<file path="config.mk">
export PLATFORM = sky130hd
export DESIGN_NAME = pulse_meter
export DESIGN_NICKNAME = d
export VERILOG_FILES = /design/src/rtl/pulse_meter.sv
export SDC_FILE = /design/constraint.sdc
export NUM_CORES = 1
export LEC_CHECK = 0
export ABC_AREA = 1
export BUFFER_PORTS_ARGS = -buffer_cell sky130_fd_sc_hd__buf_2
export CAP_MARGIN = 25
export CORE_UTILIZATION = 51
export DETAILED_ROUTE_END_ITERATION = 8
export GPL_TIMING_DRIVEN = 0
export PLACE_DENSITY = 0.77
export SKIP_LAST_GASP = 1
export SLEW_MARGIN = 20
export SYNTH_ARGS = -nofsm -noshare
export SYNTH_HDL_FRONTEND = slang
export SYNTH_SLANG_ARGS = --single-unit
</file>
<file path="constraint.sdc">
create_clock -name clk -period 1.41 [get_ports clk]
set_input_delay 0.282 -clock clk [delete_from_list [all_inputs] [get_ports clk]]
set_output_delay 0.282 -clock clk [all_outputs]
set_load 0.01 [all_outputs]
</file>
<file path="src/rtl/pulse_meter.sv">
// High-pulse width meter fed by edge-detector pulses, with a one-entry valid/ready result register.
// Optional PULSE_METER_PERIOD_EN adds a rise-to-rise period reported alongside each width.
module pulse_meter #(
  parameter int CNT_W     = 16,
  parameter int MIN_WIDTH = 1
) (
  input  logic             clk,
  input  logic             reset,
  input  logic             en_i,
  input  logic             clr_i,
  input  logic             rising_edge_i,
  input  logic             falling_edge_i,
  output logic [CNT_W-1:0] width_o,
  output logic             width_sat_o,
  output logic             width_valid_o,
  input  logic             width_ready_i,
  output logic             drop_o,
  output logic [CNT_W-1:0] edge_cnt_o
`ifdef PULSE_METER_PERIOD_EN
  ,
  output logic [CNT_W-1:0] period_o,
  output logic             period_valid_o
`endif
);

  typedef enum logic {IDLE, MEASURE} state_t;

  localparam logic [CNT_W-1:0] CNT_MAX = '1;
  localparam logic [CNT_W-1:0] MIN_W   = CNT_W'(MIN_WIDTH);

  function automatic logic [CNT_W-1:0] sat_inc(input logic [CNT_W-1:0] v);
    return (v == CNT_MAX) ? v : v + CNT_W'(1);
  endfunction

  state_t           state_q, state_d;
  logic [CNT_W-1:0] cnt_q, cnt_d;
  logic             sat_q, sat_d;
  logic             done;
  logic             rise_acc, fall_acc, both_edges;
  logic             keep, reg_free, load, drop_d, xfer;

  // Simultaneous edges cancel; nothing is accepted while disabled.
  assign both_edges = rising_edge_i & falling_edge_i;
  assign rise_acc   = en_i & rising_edge_i & ~falling_edge_i;
  assign fall_acc   = en_i & falling_edge_i & ~rising_edge_i;

  always_comb begin
    state_d = state_q;
    cnt_d   = cnt_q;
    sat_d   = sat_q;
    done    = 1'b0;
    if (!en_i) begin
      state_d = IDLE;
    end else if (rise_acc) begin
      state_d = MEASURE;
      cnt_d   = CNT_W'(1);
      sat_d   = 1'b0;
    end else if (state_q == MEASURE) begin
      if (fall_acc) begin
        state_d = IDLE;
        done    = 1'b1;
      end else if (!both_edges) begin
        cnt_d = sat_inc(cnt_q);
        sat_d = sat_q | (cnt_q == CNT_MAX);
      end
    end
  end

  // The register is free if empty or being drained in this same cycle.
  assign xfer     = width_valid_o & width_ready_i;
  assign reg_free = ~width_valid_o | width_ready_i;
  assign keep     = done & (cnt_q >= MIN_W);
  assign load     = keep & reg_free;
  assign drop_d   = keep & ~reg_free;

  always_ff @(posedge clk or negedge reset) begin
    if (!reset) begin
      state_q       <= IDLE;
      cnt_q         <= '0;
      sat_q         <= 1'b0;
      width_o       <= '0;
      width_sat_o   <= 1'b0;
      width_valid_o <= 1'b0;
      drop_o        <= 1'b0;
      edge_cnt_o    <= '0;
    end else if (clr_i) begin
      state_q       <= IDLE;
      cnt_q         <= '0;
      sat_q         <= 1'b0;
      width_o       <= '0;
      width_sat_o   <= 1'b0;
      width_valid_o <= 1'b0;
      drop_o        <= 1'b0;
      edge_cnt_o    <= '0;
    end else begin
      state_q    <= state_d;
      cnt_q      <= cnt_d;
      sat_q      <= sat_d;
      drop_o     <= drop_d;
      edge_cnt_o <= edge_cnt_o + CNT_W'(rise_acc);
      if (load) begin
        width_o       <= cnt_q;
        width_sat_o   <= sat_q;
        width_valid_o <= 1'b1;
      end else if (xfer) begin
        width_valid_o <= 1'b0;
      end
    end
  end

`ifdef PULSE_METER_PERIOD_EN
  logic [CNT_W-1:0] per_cnt_q, pend_q;
  logic             prev_ok_q, pend_vld_q;

  // prev_ok_q marks that a rise has been seen since reset/clear/enable.
  always_ff @(posedge clk or negedge reset) begin
    if (!reset) begin
      per_cnt_q      <= '0;
      pend_q         <= '0;
      prev_ok_q      <= 1'b0;
      pend_vld_q     <= 1'b0;
      period_o       <= '0;
      period_valid_o <= 1'b0;
    end else if (clr_i) begin
      per_cnt_q      <= '0;
      pend_q         <= '0;
      prev_ok_q      <= 1'b0;
      pend_vld_q     <= 1'b0;
      period_o       <= '0;
      period_valid_o <= 1'b0;
    end else begin
      if (rise_acc) begin
        per_cnt_q  <= CNT_W'(1);
        pend_q     <= per_cnt_q;
        pend_vld_q <= prev_ok_q;
        prev_ok_q  <= 1'b1;
      end else begin
        per_cnt_q <= sat_inc(per_cnt_q);
        if (!en_i) prev_ok_q <= 1'b0;
      end
      if (load) begin
        period_o       <= pend_q;
        period_valid_o <= pend_vld_q;
      end
    end
  end
`endif

endmodule

</file>
==> Word level (Yosys, flattened, before mapping) <==
Cells that the tools add are included.
{ "classes": {"add_sub_neg": 2, "n_lt_le_gt_ge": 1, "n_eq_ne": 4, "muxes": 31, "bitwise": 15, "reduce_logical": 6} }
{ "op_table": {"columns": ["cell", "n"], "rows": [
  ["2-to-1 mux 16 bit", 10],
  ["2-to-1 mux 1 bit", 21],
  ["adder 16 x 1 -> 16 bit", 1],
  ["adder 16 x 1 -> 16 bit, second input constant", 1],
  ["== test 16 bit, second input constant", 1],
  [">= comparator 16 x 1 -> 1 bit, second input constant", 1],
  ["bitwise AND 1 bit", 9],
  ["!= test 3 bit, second input constant", 3],
  ["nonzero test 3 bit", 2],
  ["AND reduction 5 bit", 1],
  ["inverter 1 bit", 4],
  ["AND reduction 4 bit", 1],
  ["nonzero test 2 bit", 2],
  ["OR 1 bit", 2]
]} }
{ "word_totals": {"regBits": 53, "in_bits": 7, "out_inout_bits": 35, "elab_cells": 67} }

==> Depth between registers and ports, before layout <==
Gate-level depths: netlist (run 1).
{ "logic_depth": {"ltp_word": 10, "ltp_mapped": 12, "depth_no_buf": 12} }

==> Worst setup path after synthesis (run 1) <==
No wires, ideal clock.
{ "synth_path": {"path_type": "input -> register", "start": "input port falling_edge_i", "end": "register edge_cnt_o[12]", "setup_ps": 123, "t_arrival_ps": 1667, "t_required_ps": 1287, "setup_slack_ps": -380, "path_stages": 12, "path_buffers": 0, "cell_sequence": "inv_1 -> nand3_2 -> inv_1 -> ha_1 -> ha_1 -> nand3_1 -> nor2_1 -> nand2_1 -> nor2_1 -> inv_1 -> o21ai_0 -> a21oi_1"} }
{ "synth_via": {"elab_chain_cells": 4} }
{ "synth_rtl": {"columns": ["item", "line_no", "source"], "rows": [
  ["start: declaration", "12", "input logic falling_edge_i,"],
  ["inverter 1 bit", "44", "assign rise_acc = en_i & rising_edge_i & ~falling_edge_i;"],
  ["bitwise AND 1 bit", "44", null],
  ["adder 16 x 1 -> 16 bit", "100", "edge_cnt_o <= edge_cnt_o + CNT_W'(rise_acc);"],
  ["2-to-1 mux 16 bit", "86", "end else if (clr_i) begin"],
  ["end signal: assignment", "100", null],
  ["end: declaration", "18", "output logic [CNT_W-1:0] edge_cnt_o"]
]} }
No other way between the ends.
A chain may end at the register's enable or synchronous reset.

==> Worst setup path after layout (run 1) <==
{ "layout_path": {"start": "register cnt_q[1]", "end": "register width_o[10]"} }
{ "layout_via": {"elab_chain_cells": 4} }
{ "layout_rtl": {"columns": ["item", "line_no", "source"], "rows": [
  ["start: declaration", "36", "logic [CNT_W-1:0] cnt_q, cnt_d;"],
  ["start signal: assignment", "97", "cnt_q <= cnt_d;"],
  [">= comparator 16 x 1 -> 1 bit", "72", "assign keep = done & (cnt_q >= MIN_W);"],
  ["bitwise AND 1 bit", "72", null],
  ["bitwise AND 1 bit", "73", "assign load = keep & reg_free;"],
  ["nonzero test 2 bit (no line)", null, null],
  ["end signal: assignment", "102", "width_o <= cnt_q;"],
  ["end: declaration", "13", "output logic [CNT_W-1:0] width_o,"]
]} }
No other way between the ends.

==> results.md, run 1 <==
- Synthesis-to-finish area growth: 35.1%
- Die Wd: ~76 um
- P_leak: 1.84 nW
- Final Util: between 70% and 80%
- Clk slew on worst S/H paths: around 90 ps
- Critical path launch point type: flop
- Post-synth top area cell: dfrtp_1
- Yosys top cell area share: between 40% and 50%
- Endpoints failing setup: 38
- Post-Place Cells: 461
- Sequential share of power: 57.4%
- CP max stage cell: dfrtp_2
- Post-synthesis sequential area ratio: a little under half
- Crit path required time: roughly 1700 ps
- Worst-path cell chain: inv_4, ha_4, nor2_4, nand3_2, nor2_2, nand2_2, nand4_1, clkbuf_8, o21ai_2
- Hold Slack: -0.694 ps
- Peak supply drop: 545 uV
- Clk_lat worst skew: around 310 ps
- Vias in the first global route: ~2400
- FFs w/ async S/R, synth: 100%
- Prevailing post-synth register cell: dfrtp_1
- Initial DRC Count: 199
- Internal Power: about 2.0 mW
- Worst setup margin: -278 ps
- Maximum clock frequency: just under 600 MHz
- Largest net degree at the start of global routing: 54
- Grt total ovfl: 0
- Setup CP Type: flop to flop
- Cell row count: 26
- I/O Buffers: about 40
- Syn Inst Count: 350
- DR pass1 iterations: 4
- Worst path max stage delay: approximately 470 ps
- Failing checks: negative hold slack, negative setup slack
- CTS Buf Count: 5
- Multi-input gate area: between 0.0015 and 0.002 sq mm
- WL/cell: ~15 um
- Power consumption: 2.70 mW
- DRT Wirelength: between 7000 and 8000 um
- RSZ-0062 raised after global routing: true
- Die height: around 76 um
- Max-cap violations: 0
- Filler cell count: approximately 360
- P_sw: roughly 700 uW
- Top-count cell post-synth: nand2_1
- Post-DP HPWL: ~4600 um
- Finished Layout Cells: 493
- Synthesized flop and latch total: between 50 and 60
- Die Area: 0.00577 sq mm
- Critical Path End Type: flop
- RR Startpoint: cnt_q[1]$_DFFE_PN0P_
- Worst Tran Pin Value: 684 ps
- Min Tclk post-route: approximately 1700 ps
- Switch share: a little over a quarter
- Root Driver: clkbuf_8
- Synthesized Nets: 362
- H-tree depth: 2
- # IOs: 42
- Core area: 0.00517 sq mm
- CTS tree: built
- Distinct cells, synth: 26
- Clock skew: 5.75 ps
- WP data arrival: ~1900 ps
- Post-placement setup slack: -616 ps
- Hold-fix buffer count after cts: 0
- Drt drc: 0
- Status: finished with violations
- CP top delay family: simple AND/OR/NAND/NOR gates
- Logic pwr share: 11.1%
- Clock Path Buffers: 2
- Initial Util: around 54%
- Clock power share: about a third
- Slew headroom: 54.4%
- Total Routing Usage GR: between 20% and 30%
- Register area: approximately 0.0013 sq mm
- P per Cell Area: about 700 mW/mm^2
- Total number of vias: 2637
- Crit. Startpoint: cnt_q[1]$_DFFE_PN0P_
- Slew Limit Fails: 0
- Initial antenna violation count: 0
- Hold Fails Final Rpt: 2
- Buf/Inv on CP: 2
- Number of inserted diodes: 0
- Share of layout cells above drive strength 1: 39.2%
- Synth warn: 0
- Number of clock sinks: 53
- CP max FO: 5
- Number of nets in the layout: 434
- Via-per-instance ratio: 5.35
- Post-synth top cells: nand2_1 (71), dfrtp_1 (53), inv_1 (43), nand3_1 (43), nor2_1 (43)
- Final critical-path share of the clock period: 120%
- Syn Std Cell Area: approximately 0.0028 sq mm
- Syn_area_per_cell: approximately 8 sq um
- Global-route wire length before repair: approximately 11000 um
- Dominant cells by area after synthesis: dfrtp_1 (48%), nand2_1 (9.6%), nand3_1 (7.7%)
- ANT nets after route: 0
- Hold WC Path Type: primary input to asynchronous set/reset pin
- RD Place Congestion: around 0.87
- EDFF count, synth: 0
[power groups by stage]
stage / Sequential [mW] / Combinational, mW / Clock [mW]
detailed placement: 1.58 / 0.222 / 0
finish: 1.55 / 0.300 / 0.853
global placement: 1.58 / 0.217 / 0
floorplan: 1.58 / 0.136 / 0
CTS: 1.55 / 0.257 / 0.869
global route: 1.55 / 0.330 / 0.929
[cells by family (layout without fill, tap and decap cells)]
group | Yosys count | after routing | share of synthesized area, %
fa+ha+maj | 5 | 5 | 2.24
simple gates | 184 | 184 | 30.0
compound gates | 48 | 48 | 9.78
xor+xnor | 7 | 7 | 2.20
flops | 53 | 53 | 47.6
buf+inv | 53 | 126 | 8.17
[state kept, by name (all words and copies together) (netlist names)]
signal         count
drop_o             1
sat_q              1
width_valid_o      1
edge_cnt_o        16
cnt_q             16
state_q            1
width_sat_o        1
width_o           16
[cells in the final DEF (no fill, tap or decap), types with 2 or more instances in the layout]
cell type / netlist / final
nor2_1: 43 / 32
a21oi_1: 16 / 13
inv_4: 1 / 3
o21ai_0: 23 / 6
o21ai_1: 0 / 2
buf_6: 1 / 7
o21ai_2: 8 / 23
buf_2: 2 / 41
ha_4: 0 / 5
clkbuf_2: 0 / 2
buf_4: 0 / 18
buf_12: 1 / 3
a21oi_2: 0 / 3
clkinv_2: 0 / 2
nand2_4: 2 / 4
inv_1: 43 / 36
nor3_1: 4 / 3
nor2_2: 0 / 4
nand3_4: 0 / 5
nand4_1: 11 / 11
inv_2: 0 / 3
nand3_2: 1 / 7
dfrtp_2: 0 / 3
nand3_1: 43 / 32
xor2_1: 6 / 6
nand2_1: 71 / 60
clkbuf_8: 0 / 6
dfrtp_1: 53 / 50
nor2_4: 3 / 10
nand2_2: 4 / 13
[layer usage]
metal / track usage (%) / share of wire, %
met1: 34.2 / 43
met2: 40.0 / 50
met3: 4.70 / 5.6
met4: 10.0 / 1.9
met5: 0 / 0
[repair_timing]
item,4_1_cts,5_1_grt
gates resized for setup,35,43
endpoints found under the setup margin,43,44
endpoints found under the hold margin,0,0
buffers inserted,18,4
cloned,1,1
pin swaps,13,14
[through the flow]
stage / area [sq um] / hold WS (ps) / setup TNS (ps)
global placement: 3220 / 491 / -12200
detailed placement: 3220 / 364 / -13680
finish: 3770 / -0.694 / -8280
global route: 3770 / 49.8 / -11720
CTS: 3580 / 30.2 / -6310
floorplan: 2930 / -13.6 / -2180
[path summary, 6_finish.rpt]
kind / endpoint / slack, ps / depth (start not counted)
worst max register to register: width_o[10]$_DFFE_PN0P_ / -280 / 9
min in group clk: state_q$_DFF_PN0_ / 240 / 3
worst max-delay path: width_o[10]$_DFFE_PN0P_ / -280 / 9
worst min register to register: width_o[6]$_DFFE_PN0P_ / 510 / 2
max in group asynchronous: cnt_q[5]$_DFFE_PN0P_ / 920 / 1
worst min-delay path: edge_cnt_o[2]$_DFF_PN0_ / -0.7 / 1
[layout make-up]
type | count | area share [%]
multi-input cells | 244 | 41.5
flip-flops and latches | 53 | 35.3
repair buffers | 65 | 11.2
inverters | 44 | 5.05
plain buffers | 9 | 2.33
well taps | 70 | 2.33
clock buffers | 5 | 1.83
clock inverters | 3 | 0.465
No activity file was read; power rests on OpenSTA's default activity.
==> inputs of run 2 (changes only) <==
- CORE_UTILIZATION: 51 -> 30
- MAX_ROUTING_LAYER: default -> met4
- PLACE_DENSITY: 0.77 -> 0.5
==> run 2 against run 1 <==
Net effect:
- the flow still finishes with violations (negative hold slack, negative setup slack)
- first-iteration DRC count fell by 31%
- critical path depth rose by 3
- register-to-register slack barely moved
- via count fell by 1.2%
- hold slack got worse by 22 ps
- total power rose by 0.41%
- critical endpoint is now cnt_q[7]$_DFFE_PN0P_
==> results.md, run 2 (same netlist as run 1, synthesis figures left out) <==
- Clock Path Buffers: 2
- Total Routing Usage GR: 17.3%
- Root Driver: clkbuf_8
- CP top delay family: simple AND/OR/NAND/NOR gates
- Drt drc: 0
- Initial DRC Count: 137
- Hold WC Path Type: primary input to asynchronous set/reset pin
- Slew headroom: between 50% and 60%
- DR pass1 iterations: 6
- Critical path launch point type: flop
- Top flop regs: cnt_q: 16 flops, edge_cnt_o: 16 flops, width_o: 16 flops
- Post-DP HPWL: a little over 5000 um
- Grt total ovfl: 0
- Min Tclk post-route: 1690 ps
- Crit path required time: 1650 ps
- Reg2Reg Depth: 12
- Core area: 0.00885 sq mm
- Largest net degree at the start of global routing: 54
- CP max FO: 5
- Reg2reg end: cnt_q[7]$_DFFE_PN0P_
- Failing checks: negative hold slack, negative setup slack
- Critical Path Stages: 12
- WP data arrival: approximately 1900 ps
- Hold Fails Final Rpt: 10
- Setup CP Type: flop to flop
- Die height: between 90 and 100 um
- Die Wd: a little under 100 um
- Clock skew: 9.20 ps
- Worst setup margin: -285 ps
- CTS tree: built
- ANT nets after route: 0
- Global-route wire length before repair: 12800 um
- Clk slew on worst S/H paths: around 90 ps
- Post-Place Cells: approximately 500
- Hold-fix buffer count after cts: 0
- H-tree depth: 2
- CP max stage cell: dfrtp_2
- Total number of vias: ~2600
- Via-per-instance ratio: roughly 4.9
- Most common cell on crit path: nand2_4
- Endpoints failing setup: 36
- Buf/Inv on CP: 2
- RR Startpoint: cnt_q[0]$_DFFE_PN0P_
- Clk_lat worst skew: 310 ps
- Most common cell after layout, fill and taps aside: nand2_1
- P_leak: about 1.9 nW
- R2R Setup Slk: -280 ps
- Initial antenna violation count: 0
- CTS Buf Count: 5
- Hold Slack: -22.6 ps
- RD Place Congestion: 0.854
- Worst path max stage delay: 460 ps
- Share of layout cells above drive strength 1: 38.1%
- # IOs: 42
- Critical Path Sink: cnt_q[7]$_DFFE_PN0P_
- Number of clock sinks: 53
- Status: finished with violations
- Vias in the first global route: between 2000 and 2500
- Finished Layout Cells: roughly 540
- Synthesis-to-finish area growth: 37.1%
- DRT Wirelength: between 7000 and 8000 um
- Critical Path End Type: flop
- Initial Util: a little under a third
- WL/cell: between 10 and 15 um
- Peak supply drop: between 300 and 400 uV
- Max-cap violations: 0
- RSZ-0062 raised after global routing: true
- Maximum clock frequency: between 500 and 600 MHz
- P per Cell Area: 710 mW/mm^2
- Most frequent cells in the layout: nand2_1 (57), dfrtp_1 (47), buf_2 (41), inv_1 (35), nand3_1 (34)
- Die Area: roughly 0.0097 sq mm
- Slew Limit Fails: 0
- Worst-path cell chain: ha_4, nand2_4, nor2_4, nand2_4, nor2_4, nand2_2, nand2_2, nand2_4, inv_4, clkbuf_16, nand2_4, o21ai_2
- Number of inserted diodes: 0
- Number of nets in the layout: between 400 and 500
- Crit. Startpoint: cnt_q[0]$_DFFE_PN0P_
- I/O Buffers: just over 40
- Final critical-path share of the clock period: 120%
- Cell row count: 34
- Worst Tran Pin Value: a little under 700 ps
-- run 2: cell count changes in the layout (fill, tap and decap cells not counted), sizes merged --
| cell | change |
|---|---|
| buf | +3 |
| clkbuf | +4 |
| clkinv | -2 |
-- run 2: final cells by class --
cell class / instances / area, sq um
flip-flops and latches: 53 / 1330
fillers: 897 / 5030
multi-input cells: 244 / 1520
inverters: 44 / 188
well taps: 108 / 135
clock inverters: 1 / 7.51
plain buffers: 9 / 87.6
clock buffers: 7 / 76.3
repair buffers: 70 / 470
-- run 2: report_power, final --
group          leakage, nW  switching, mW  total [mW]  internal [mW]
logic                 1.09          0.180       0.284          0.104
clock network       0.0385          0.528       0.882          0.354
registers            0.729         0.0177        1.55           1.53
-- run 2: how the worst min path moves through the flow --
stage / endpoint / from / slack (ps) / cells after the start
finish: edge_cnt_o[5]$_DFF_PN0_ / reset / -20 / 1
global route: edge_cnt_o[3]$_DFF_PN0_ / reset / 70 / 1
CTS: edge_cnt_o[2]$_DFF_PN0_ / reset / 40 / 1
detailed placement: edge_cnt_o[2]$_DFF_PN0_ / reset / 380 / 1
global placement: width_o[6]$_DFFE_PN0P_ / width_o[6]$_DFFE_PN0P_ / 490 / 2
floorplan: cnt_q[0]$_DFFE_PN0P_ / reset / -10 / 0
-- run 2: repair_timing --
action	CTS	global route
resized for setup	31	32
setup endpoints to repair	43	45
gates cloned	2	1
endpoints found under the hold margin	0	0
pin swaps	12	11
setup buffers	18	8
-- run 2: through the flow --
stage	instance area, sq um	worst slack, ps	total power [mW]	setup TNS [ps]	util [%]
3_3_place_gp	3270	-616	1.80	-15050	36.9
6_report	3820	-285	2.71	-6930	43.2
5_1_grt	3820	-379	2.84	-11850	43.2
4_1_cts	3640	-225	2.73	-6230	41.1
3_5_place_dp	3270	-618	1.80	-15090	37.0
2_1_floorplan	2930	-135	1.71	-2180	-
-- run 2: metal layers --
metal	GRT usage, %	share of wire (%)
met5	-	0
met3	2.86	3.1
met2	26.8	47
met4	5.28	1.7
met1	23.1	48
